==> src/rtl/qconv_pkg.sv <==
// Shared types for the quantized convolution input-fetch path.
package qconv_pkg;

   typedef enum logic [1:0] {
      ST_IDLE,
      ST_ISSUE,
      ST_DRAIN,
      ST_DONE
   } state_t;

   // Widest buffer address a tag can carry; narrower buffers zero-extend.
   localparam int unsigned TagAddrMax = 16;

   typedef struct packed {
      logic                  pad;
      logic [TagAddrMax-1:0] buf_addr;
   } tag_t;

endpackage

==> src/rtl/qconv_tag_fifo.sv <==
// Show-ahead synchronous FIFO holding {pad, buf_addr} tags of in-flight elements.
module qconv_tag_fifo #(
   parameter int Depth = 8,
   parameter int Width = 5
) (
   input  logic             clk,
   input  logic             rst_n,
   input  logic             push,
   input  logic [Width-1:0] wdata,
   input  logic             pop,
   output logic [Width-1:0] head,
   output logic             full,
   output logic             empty
);

   localparam int PtrW = (Depth > 1) ? $clog2(Depth) : 1;

   logic [Width-1:0] mem [Depth];
   logic [PtrW-1:0]  wr_ptr;
   logic [PtrW-1:0]  rd_ptr;
   logic [PtrW:0]    count;
   logic             do_push;
   logic             do_pop;

   // A pop frees the slot being written, so push on full is legal alongside it.
   assign do_pop  = pop && !empty;
   assign do_push = push && (!full || do_pop);

   always_ff @(posedge clk) begin
      if (!rst_n) begin
         wr_ptr <= '0;
         rd_ptr <= '0;
         count  <= '0;
      end else begin
         if (do_push) wr_ptr <= wr_ptr + 1'b1;
         if (do_pop)  rd_ptr <= rd_ptr + 1'b1;
         if (do_push && !do_pop)      count <= count + 1'b1;
         else if (do_pop && !do_push) count <= count - 1'b1;
      end
   end

   always_ff @(posedge clk) begin
      if (do_push) mem[wr_ptr] <= wdata;
   end

   assign head  = mem[rd_ptr];
   assign full  = (count == (PtrW+1)'(Depth));
   assign empty = (count == '0);

endmodule

==> src/rtl/qconv_read_indata.sv <==
// Input-tile fetch engine: reads a TileH x TileW tile into the input buffer,
// writing zeros for padding positions, and pulses finish after the last write.
module qconv_read_indata
   import qconv_pkg::*;
#(
   parameter int TileH          = 4,
   parameter int TileW          = 4,
   parameter int InH            = 8,
   parameter int InW            = 8,
   parameter int Pad            = 1,
   parameter int HighBitWidth   = 4,
   parameter int AddrWidth      = 32,
   parameter int DataWidth      = 64,
   parameter int BufAddrWidth   = $clog2(TileH*TileW),
   parameter int MaxOutstanding = 8
) (
   input  logic                    clk,
   input  logic                    rst_n,
   input  logic                    start,
   input  logic [HighBitWidth-1:0] ih_high,
   input  logic [HighBitWidth-1:0] iw_high,
   input  logic [AddrWidth-1:0]    base_addr,
   output logic                    rd_req_valid,
   input  logic                    rd_req_ready,
   output logic [AddrWidth-1:0]    rd_req_addr,
   input  logic                    rd_rsp_valid,
   output logic                    rd_rsp_ready,
   input  logic [DataWidth-1:0]    rd_rsp_data,
   output logic                    buf_we,
   output logic [BufAddrWidth-1:0] buf_addr,
   output logic [DataWidth-1:0]    buf_wdata,
   output logic                    finish
);

   localparam int unsigned NumElem = TileH * TileW;
   localparam int MaxT = (TileH > TileW) ? TileH : TileW;
   localparam int CW   = HighBitWidth + $clog2(MaxT) + 2;
   localparam int RW   = (TileH > 1) ? $clog2(TileH) : 1;
   localparam int CoW  = (TileW > 1) ? $clog2(TileW) : 1;
   localparam logic signed [CW-1:0] InHS = CW'(InH);
   localparam logic signed [CW-1:0] InWS = CW'(InW);

   state_t state, state_nxt;

   logic [HighBitWidth-1:0] ih_q;
   logic [HighBitWidth-1:0] iw_q;
   logic [AddrWidth-1:0]    base_q;
   logic [RW-1:0]           r_cnt;
   logic [CoW-1:0]          c_cnt;
   logic [BufAddrWidth-1:0] idx;

   logic signed [CW-1:0]    row_s;
   logic signed [CW-1:0]    col_s;
   logic                    elem_pad;
   logic                    last_elem;
   logic [AddrWidth-1:0]    elem_addr;

   logic                    enq;
   logic                    pop;
   logic                    fifo_full;
   logic                    fifo_empty;
   tag_t                    enq_tag;
   tag_t                    head_tag;
   logic [BufAddrWidth:0]   fifo_wdata;
   logic [BufAddrWidth:0]   fifo_head;

   // Element position and padding test for the element currently at the issue point.
   always_comb begin
      row_s     = signed'(CW'(ih_q) * CW'(TileH) + CW'(r_cnt) - CW'(Pad));
      col_s     = signed'(CW'(iw_q) * CW'(TileW) + CW'(c_cnt) - CW'(Pad));
      elem_pad  = (row_s < 0) || (row_s >= InHS) || (col_s < 0) || (col_s >= InWS);
      elem_addr = base_q + AddrWidth'(unsigned'(row_s)) * AddrWidth'(InW)
                         + AddrWidth'(unsigned'(col_s));
      last_elem = (idx == BufAddrWidth'(NumElem - 1));
   end

   always_ff @(posedge clk) begin
      if (!rst_n) state <= ST_IDLE;
      else        state <= state_nxt;
   end

   always_comb begin
      state_nxt = state;
      unique case (state)
         ST_IDLE:  if (start) state_nxt = ST_ISSUE;
         ST_ISSUE: if (enq && last_elem) state_nxt = ST_DRAIN;
         ST_DRAIN: if (fifo_empty) state_nxt = ST_DONE;
         ST_DONE:  state_nxt = ST_IDLE;
         default:  state_nxt = ST_IDLE;
      endcase
   end

   // Gating valid on !full keeps it high once raised: only our own enqueue can refill the FIFO.
   always_comb begin
      rd_req_valid = 1'b0;
      enq          = 1'b0;
      finish       = 1'b0;
      unique case (state)
         ST_ISSUE: begin
            rd_req_valid = !elem_pad && !fifo_full;
            enq          = !fifo_full && (elem_pad || rd_req_ready);
         end
         ST_DONE: finish = 1'b1;
         default: ;
      endcase
   end

   assign rd_req_addr = rd_req_valid ? elem_addr : '0;

   always_ff @(posedge clk) begin
      if (!rst_n) begin
         ih_q   <= '0;
         iw_q   <= '0;
         base_q <= '0;
         r_cnt  <= '0;
         c_cnt  <= '0;
         idx    <= '0;
      end else if (state == ST_IDLE && start) begin
         ih_q   <= ih_high;
         iw_q   <= iw_high;
         base_q <= base_addr;
         r_cnt  <= '0;
         c_cnt  <= '0;
         idx    <= '0;
      end else if (enq) begin
         idx <= idx + 1'b1;
         if (c_cnt == CoW'(TileW - 1)) begin
            c_cnt <= '0;
            r_cnt <= r_cnt + 1'b1;
         end else begin
            c_cnt <= c_cnt + 1'b1;
         end
      end
   end

   always_comb begin
      enq_tag.pad      = elem_pad;
      enq_tag.buf_addr = TagAddrMax'(idx);
      fifo_wdata       = {enq_tag.pad, BufAddrWidth'(enq_tag.buf_addr)};
      head_tag.pad      = fifo_head[BufAddrWidth];
      head_tag.buf_addr = TagAddrMax'(fifo_head[BufAddrWidth-1:0]);
   end

   qconv_tag_fifo #(
      .Depth (MaxOutstanding),
      .Width (BufAddrWidth + 1)
   ) u_tag_fifo (
      .clk   (clk),
      .rst_n (rst_n),
      .push  (enq),
      .wdata (fifo_wdata),
      .pop   (pop),
      .head  (fifo_head),
      .full  (fifo_full),
      .empty (fifo_empty)
   );

   assign rd_rsp_ready = !fifo_empty && !head_tag.pad;
   assign pop          = !fifo_empty && (head_tag.pad || rd_rsp_valid);

   always_ff @(posedge clk) begin
      if (!rst_n) begin
         buf_we    <= 1'b0;
         buf_addr  <= '0;
         buf_wdata <= '0;
      end else begin
         buf_we <= pop;
         if (pop) begin
            buf_addr  <= BufAddrWidth'(head_tag.buf_addr);
            buf_wdata <= head_tag.pad ? '0 : rd_rsp_data;
         end
      end
   end

endmodule

==> config.mk <==
export PLATFORM = sky130hd
export DESIGN_NAME = qconv_read_indata
export DESIGN_NICKNAME = d
export VERILOG_FILES = /design/src/rtl/qconv_pkg.sv /design/src/rtl/qconv_tag_fifo.sv /design/src/rtl/qconv_read_indata.sv
export SDC_FILE = /design/constraint.sdc
export NUM_CORES = 1
export LEC_CHECK = 0
export BUFFER_PORTS_ARGS = -buffer_cell sky130_fd_sc_hd__buf_4
export CORE_AREA = 2 2 125 127
export DETAILED_ROUTE_END_ITERATION = 8
export DIE_AREA = 0 0 127 129
export GPL_TIMING_DRIVEN = 0
export PLACE_DENSITY_LB_ADDON = 0.15
export SLEW_MARGIN = 10
export SYNTH_ARGS = -nofsm -noshare
export SYNTH_HDL_FRONTEND = slang
export SYNTH_SLANG_ARGS = --single-unit
==> constraint.sdc <==
create_clock -name clk -period 5.7 [get_ports clk]
set_clock_uncertainty 0.05 [all_clocks]
set_input_delay 1.14 -clock clk [delete_from_list [all_inputs] [get_ports clk]]
set_output_delay 1.14 -clock clk [all_outputs]
set_load 0.02 [all_outputs]
# Yosys cells after proc, flatten, opt, wreduce, memory -nomap -nowiden
# Memories as Yosys holds them, arrays and structs flattened. A register that Yosys moved wholly into a read port is not among the register bits.
# Index checks and enable logic that the tools add are counted.
# word_totals
out_inout_bits,104
mem_count,1
elab_cells,85
reg_bits,129
ramBits,40
# op_classes
reduce_logical,28
muxes,16
n_eq_ne,9
magnitude_cmp,4
add_sub_neg,13
bitwise,1
# mem_list
memory,words,width,rd,rd_clocked_by_memory_dff,write_ports,line,text
u_tag_fifo.mem,8,5,1,1,1,qconv_tag_fifo.sv:18,logic [Width-1:0] mem [Depth];
# op_table
op,count
two-way mux 64 bit,1
adder 32 x 11 -> 32 bit,1
adder 32 x 8 -> 32 bit,1
two-way mux 32 bit,1
">= comparator 8 x 5 -> 1 bit, second input constant",2
"< comparator 8 x 1 -> 1 bit, second input constant",2
"subtractor 7 x 1 -> 8 bit, second input constant",2
adder 6 x 2 -> 7 bit,2
logical AND 1 bit,10
"adder 4 x 1 -> 4 bit, second input constant",2
"== test 4 bit, second input constant",2
two-way mux 2 bit,4
two-way mux 4 bit,2
one-hot mux 2 bit (4 select lines),1
"adder 3 x 1 -> 3 bit, second input constant",2
"== test 2 bit, second input constant",3
logical NOT 1 bit,6
logical OR 1 bit,6
two-way mux 3 bit,2
"inequality test 2 bit, second input constant",3
two-way mux 1 bit,5
"adder 2 x 1 -> 2 bit, second input constant",2
logical NOT 4 bit,1
"subtractor 4 x 1 -> 4 bit, second input constant",1
other kinds (7),7

# Depth between registers and ports, before layout
# logic_depth
depth_word,14
ltp_mapped,16
depth_no_buf,15

# Hierarchy
# From an unflattened synthesis, not the netlist that was laid out.
# hier_totals
hier_cells,841
hier_area_um2,8180.3
# modules_own_cells
module,cells_per_inst,seq_area_each_um2,area_each_um2,instances
qconv_read_indata,710,2382.3,5994.5,1
qconv_tag_fifo,131,1461.4,2185.8,1

# Worst setup path after synthesis
# No wires, ideal clock.
# synth_timing
path_type,reg2out
startpoint,register ih_q[0]
endpoint,output rd_req_addr[17]
arrival_time_ps,3520
setup_slack_ps,990
path_stages_with_launch,14
n_path_buf,1
path_cell_list,dfxtp_1 -> buf_6 -> or4_4 -> o21a_1 -> or2_2 -> ha_1 -> ha_1 -> a21oi_1 -> o21ai_0 -> inv_1 -> a21boi_1 -> nor2_1 -> or3_1 -> a21oi_1
# synth_via
elab_chain_cells,10
elab_cells_between_ends,13
# synth_rtl
element,line,text
"start, declared",qconv_read_indata.sv:45,logic [HighBitWidth-1:0] ih_q;
"start signal, assigned",qconv_read_indata.sv:119,ih_q <= ih_high;
adder 6 x 2 -> 7 bit (*),qconv_read_indata.sv:69,row_s = signed'(CW'(ih_q) * CW'(TileH) + CW'(r_cnt) - CW'(Pad));
subtractor 7 x 1 -> 8 bit (*),qconv_read_indata.sv:69,
"parallel branches: the longest is 7 deep, another holds adder 32 x 11 -> 32 bit",--,
two-way mux 32 bit (*),qconv_read_indata.sv:108,assign rd_req_addr = rd_req_valid ? elem_addr : '0;
"end, declared",qconv_read_indata.sv:25,"output logic [AddrWidth-1:0] rd_req_addr,"
# Every way passes the cells marked *.

# Final worst setup path
# layout_timing
startpoint,register c_cnt[0]
endpoint,output rd_req_addr[19]
# layout_via
elab_chain_cells,9
elab_cells_between_ends,11
# layout_rtl
element,line,text
"start, declared",qconv_read_indata.sv:49,logic [CoW-1:0] c_cnt;
"start signal, assigned",qconv_read_indata.sv:131,c_cnt <= c_cnt + 1'b1;
adder 6 x 2 -> 7 bit (*),qconv_read_indata.sv:70,col_s = signed'(CW'(iw_q) * CW'(TileW) + CW'(c_cnt) - CW'(Pad));
subtractor 7 x 1 -> 8 bit (*),qconv_read_indata.sv:70,
< comparator 8 x 1 -> 1 bit,qconv_read_indata.sv:71,elem_pad = (row_s < 0) || (row_s >= InHS) || (col_s < 0) || (col_s >= InWS);
logical OR 1 bit (2 in series),qconv_read_indata.sv:71,
logical NOT 1 bit,qconv_read_indata.sv:100,rd_req_valid = !elem_pad && !fifo_full;
logical AND 1 bit,qconv_read_indata.sv:100,
two-way mux 1 bit,qconv_read_indata.sv:98,unique case (state)
two-way mux 32 bit (*),qconv_read_indata.sv:108,
# Every way passes the cells marked *; elsewhere a longest branch is shown, timed or not.

==> results.md <==
### Run status
• result of the run: complete, no violations

### Die
• floorplan core area: 15000 µm²
• count of boundary I/O pins: 213
• Die Span Y: 129 µm
• Initial Util: 52.0%
• die area: 16400 µm²
• Core Rows: 45
• width of the die: 127 µm

### Hold path
• hold wc startpoint: base_q[7]$_SDFFE_PN0P_
• hold path depth: 2
• destination of the worst hold path: base_q[7]$_SDFFE_PN0P_
• Min-Delay Path Class: flop to flop

### Cells and area
• post-synthesis to final-layout area growth: 31.3%
• Fill cells: 1228
• post-route cell area: 10200 µm²
• share of cells above drive strength 1: 27.0%
• net count of the finished layout: 1197
• Ant. Diodes: 0

### STA
• tightest hold margin: 407 ps
• final-report max-slew violation count: 0
• Hold Fails Final Rpt: 0
• setup TNS: 0 ps
• unrepaired setup endpoints after global routing: no
• share of the clock period used by the worst path: 94.1%
• transition time of the tightest slew-check pin: 1280 ps
• achievable clock frequency: 187 MHz
• post-layout minimum cycle time: 5360 ps
• final setup violation count: 0
• Slew HR: 13.3%

### Clock tree
• total of hold buffers inserted after clock tree synthesis: 0
• TritonCTS clock tree: built
• clk_lat worst skew: 430 ps
• Max Root-Sink Buffers: 2
• number of buffers inserted during clock tree synthesis: 17
• CTS Root Cell: sky130_fd_sc_hd__clkbuf_16
• H-tree depth: 4
• clock slew seen by the registers of the worst setup and hold paths: 70 ps
• number of sinks driven by the clock tree: 172

### Drt
• number of nets with antenna violations after routing: 0
• WL/cell: 15.2 µm
• wire length after detailed routing: 19.1 mm
• number of remaining DRC errors: 0
• number of DRC markers after the initial detailed-route iteration: 359
• drt via density: 5.26
• total via count in the routed design: 6586
• Pre-antenna DRT Iters: 4

### Yosys
• Yosys cell types: 51
• register bit count reported by yosys: 172
• Cell Area, Synth: 7780 µm²
• flip-flop cell with the highest count after synthesis: sky130_fd_sc_hd__dfxtp_1
• number of flops mapped to enable cells by yosys: 40
• FFs w/ async S/R, synth: 0%
• gate count of the mapped netlist: 819
• portion of the post-synthesis area used by sequential elements: 49.4%
• YS warnings: 0
• Net Count, Synth: 966
• Synth Area per Inst: 9.50 µm²

### Global routing
• largest net degree at the start of global routing: 17
• antenna violations before repair: 0
• via count of the first global-routing pass: 6281
• remaining global-route overflow: 0
• global-route total usage across every layer: 23.1%
• first-pass GRT wire length: 30.0 mm

### Setup path
• Crit path buffers/inverters: 3
• cell breakdown of the critical path: inv_1 > ha_1 > nor3b_1 > xnor2_1 > fa_1 > inv_1 > ha_1 > o211ai_1 > a21oi_1 > o211ai_1 > a21boi_4 > nor2_1 > or3_1 > a21oi_1 > buf_4
• Crit. End Element: primary output
• start point of the critical path: c_cnt[0]$_SDFFE_PP0P_
• worst stage delay on the critical path: 500 ps
• Slowest-stage cell, CP: sky130_fd_sc_hd__fa_1
• classification of the worst setup path: flop to primary output
• kind of start point of the critical path: flop
• highest net fanout along the worst path: 9
• dominant delay contributor by cell family on the critical path: compound AO/OA/AOI/OAI gates
• reg-to-reg setup timing slack: 1800 ps
• Reg2Reg Capture Point: u_tag_fifo.count[3]$_SDFFE_PN0P_
• Data required, critical path: 4510 ps
• Arr. time, crit path: 4170 ps
• number of cells on the worst reg-to-reg path: 13

### Flow run
• number of violations of the max-capacitance limit: 0

### Pwr
• overall power of the completed layout: 4.45 mW
• power density over the cells: 436 nW/µm²
• leakage power of the design: 4.21 nW
• worst voltage drop across the vdd grid: 0.000249 V

### Placement
• number of I/O port buffers: 212
• Placer Congestion: 0.823
• DPL Wire Length: 14.5 mm
• placement-stage cell area: 9620 µm²

## how the worst max path moves through the flow
stage	depth (start not counted)	to	slack (ps)
final	15	rd_req_addr[19]	340
after global routing	15	rd_req_addr[19]	90
after CTS	15	rd_req_addr[19]	20
after detailed placement	15	rd_req_addr[19]	570
after global placement	15	rd_req_addr[19]	590
after floorplan	13	rd_req_addr[17]	990
## state kept, by name, summed over array words and instances, names as in the netlist, 4 cells and up, named ones only
| register | cells |
|---|---|
| buf_wdata | 64 |
| u_tag_fifo.mem | 40 |
| base_q | 32 |
| buf_addr | 4 |
| idx | 4 |
| ih_q | 4 |
| iw_q | 4 |
| u_tag_fifo.count | 4 |
## metal layers
layer	share of wire, %	wire (µm)	GRT usage [%]
met1	42	7940	28.3
met2	49	9350	39.6
met3	6.5	1240	5.03
met4	2.8	542	10.4
met5	0	0	0
## cells by family after synthesis
family | Yosys count | synth area share (%)
buf+inv | 83 | 4.53
flops | 172 | 49.4
compound gates | 178 | 14.6
simple gates | 296 | 16.9
fa+ha+maj | 38 | 6.78
mux | 18 | 3.94
xor+xnor | 34 | 3.83
## cells in the mapped netlist, types with 4 or more instances
master | count | area, µm²
sky130_fd_sc_hd__nor3b_1 | 7 | 52.6
sky130_fd_sc_hd__nand2b_1 | 4 | 25.0
sky130_fd_sc_hd__nand3_1 | 6 | 30.0
sky130_fd_sc_hd__ha_1 | 31 | 388
sky130_fd_sc_hd__clkbuf_1 | 28 | 105
sky130_fd_sc_hd__mux2i_1 | 7 | 70.1
sky130_fd_sc_hd__or3_1 | 9 | 56.3
sky130_fd_sc_hd__nand2_1 | 106 | 398
sky130_fd_sc_hd__edfxtp_1 | 40 | 1200
sky130_fd_sc_hd__a22oi_1 | 64 | 480
sky130_fd_sc_hd__mux4_2 | 10 | 225
sky130_fd_sc_hd__xnor2_1 | 13 | 114
sky130_fd_sc_hd__buf_2 | 15 | 75.1
sky130_fd_sc_hd__nor3_1 | 7 | 35.0
sky130_fd_sc_hd__and2_1 | 6 | 37.5
sky130_fd_sc_hd__nor2_1 | 122 | 458
sky130_fd_sc_hd__o21ai_0 | 21 | 105
sky130_fd_sc_hd__fa_1 | 7 | 140
sky130_fd_sc_hd__nor3_2 | 4 | 40.0
sky130_fd_sc_hd__inv_1 | 33 | 124
sky130_fd_sc_hd__xor2_1 | 21 | 184
sky130_fd_sc_hd__and3_1 | 5 | 31.3
sky130_fd_sc_hd__dfxtp_1 | 132 | 2640
sky130_fd_sc_hd__a21oi_1 | 69 | 345
sky130_fd_sc_hd__o2111ai_1 | 4 | 35.0
## stage by stage
step | instances | utilization [%] | setup WS (ps)
finish | 1251 | 68.2 | 339
global route | 1251 | 68.2 | 90.6
CTS | 1251 | 68.1 | 22.3
detailed placement | 1219 | 64.2 | 566
global placement | 1219 | 64.2 | 592
floorplan | 819 | - | 990
## area by class of cell
type                       count  area, µm²  area share, %
clock inverter                13        121           1.19
tap                          188        235           2.30
multi-input combinational    564       3610           35.3
inverter                      33        124           1.21
buffer                        50        229           2.24
timing repair buffer         212       1590           15.6
clock buffer                  19        464           4.54
sequential                   172       3840           37.6
## tightest hold or removal path: cells and delay by family (launching register included)
family             cells  cell delay [ps]
DFF                    1              310
and+or+nand+nor        1               50
AOI/OAI and AO/OA      1               50
## placed cells by master (no fill, tap or decap), types with 9 or more instances in the layout
| master | instances |
|---|---|
| sky130_fd_sc_hd__ha_1 | 31 |
| sky130_fd_sc_hd__dfxtp_1 | 132 |
| sky130_fd_sc_hd__buf_4 | 214 |
| sky130_fd_sc_hd__clkbuf_16 | 18 |
| sky130_fd_sc_hd__a22oi_1 | 64 |
| sky130_fd_sc_hd__edfxtp_1 | 40 |
| sky130_fd_sc_hd__buf_2 | 15 |
| sky130_fd_sc_hd__clkbuf_1 | 28 |
| sky130_fd_sc_hd__nor2_1 | 122 |
| sky130_fd_sc_hd__or3_1 | 9 |
| sky130_fd_sc_hd__nand2_1 | 106 |
| sky130_fd_sc_hd__o21ai_0 | 21 |
| sky130_fd_sc_hd__a21oi_1 | 69 |
| sky130_fd_sc_hd__xor2_1 | 21 |
| sky130_fd_sc_hd__xnor2_1 | 13 |
| sky130_fd_sc_hd__mux4_2 | 10 |
| sky130_fd_sc_hd__inv_1 | 33 |
## what timing repair did
action	in CTS	in global routing
endpoints found under the setup margin	0	4
setup buffers	0	0
resized for setup	0	2
hold endpoints to repair	0	0
## report_power, final
part	internal (mW)	switching [mW]
clock	0.648	0.497
sequential	1.40	0.114
combinational	0.730	1.06
total	2.78	1.68
(Power assumes the default switching activity.)
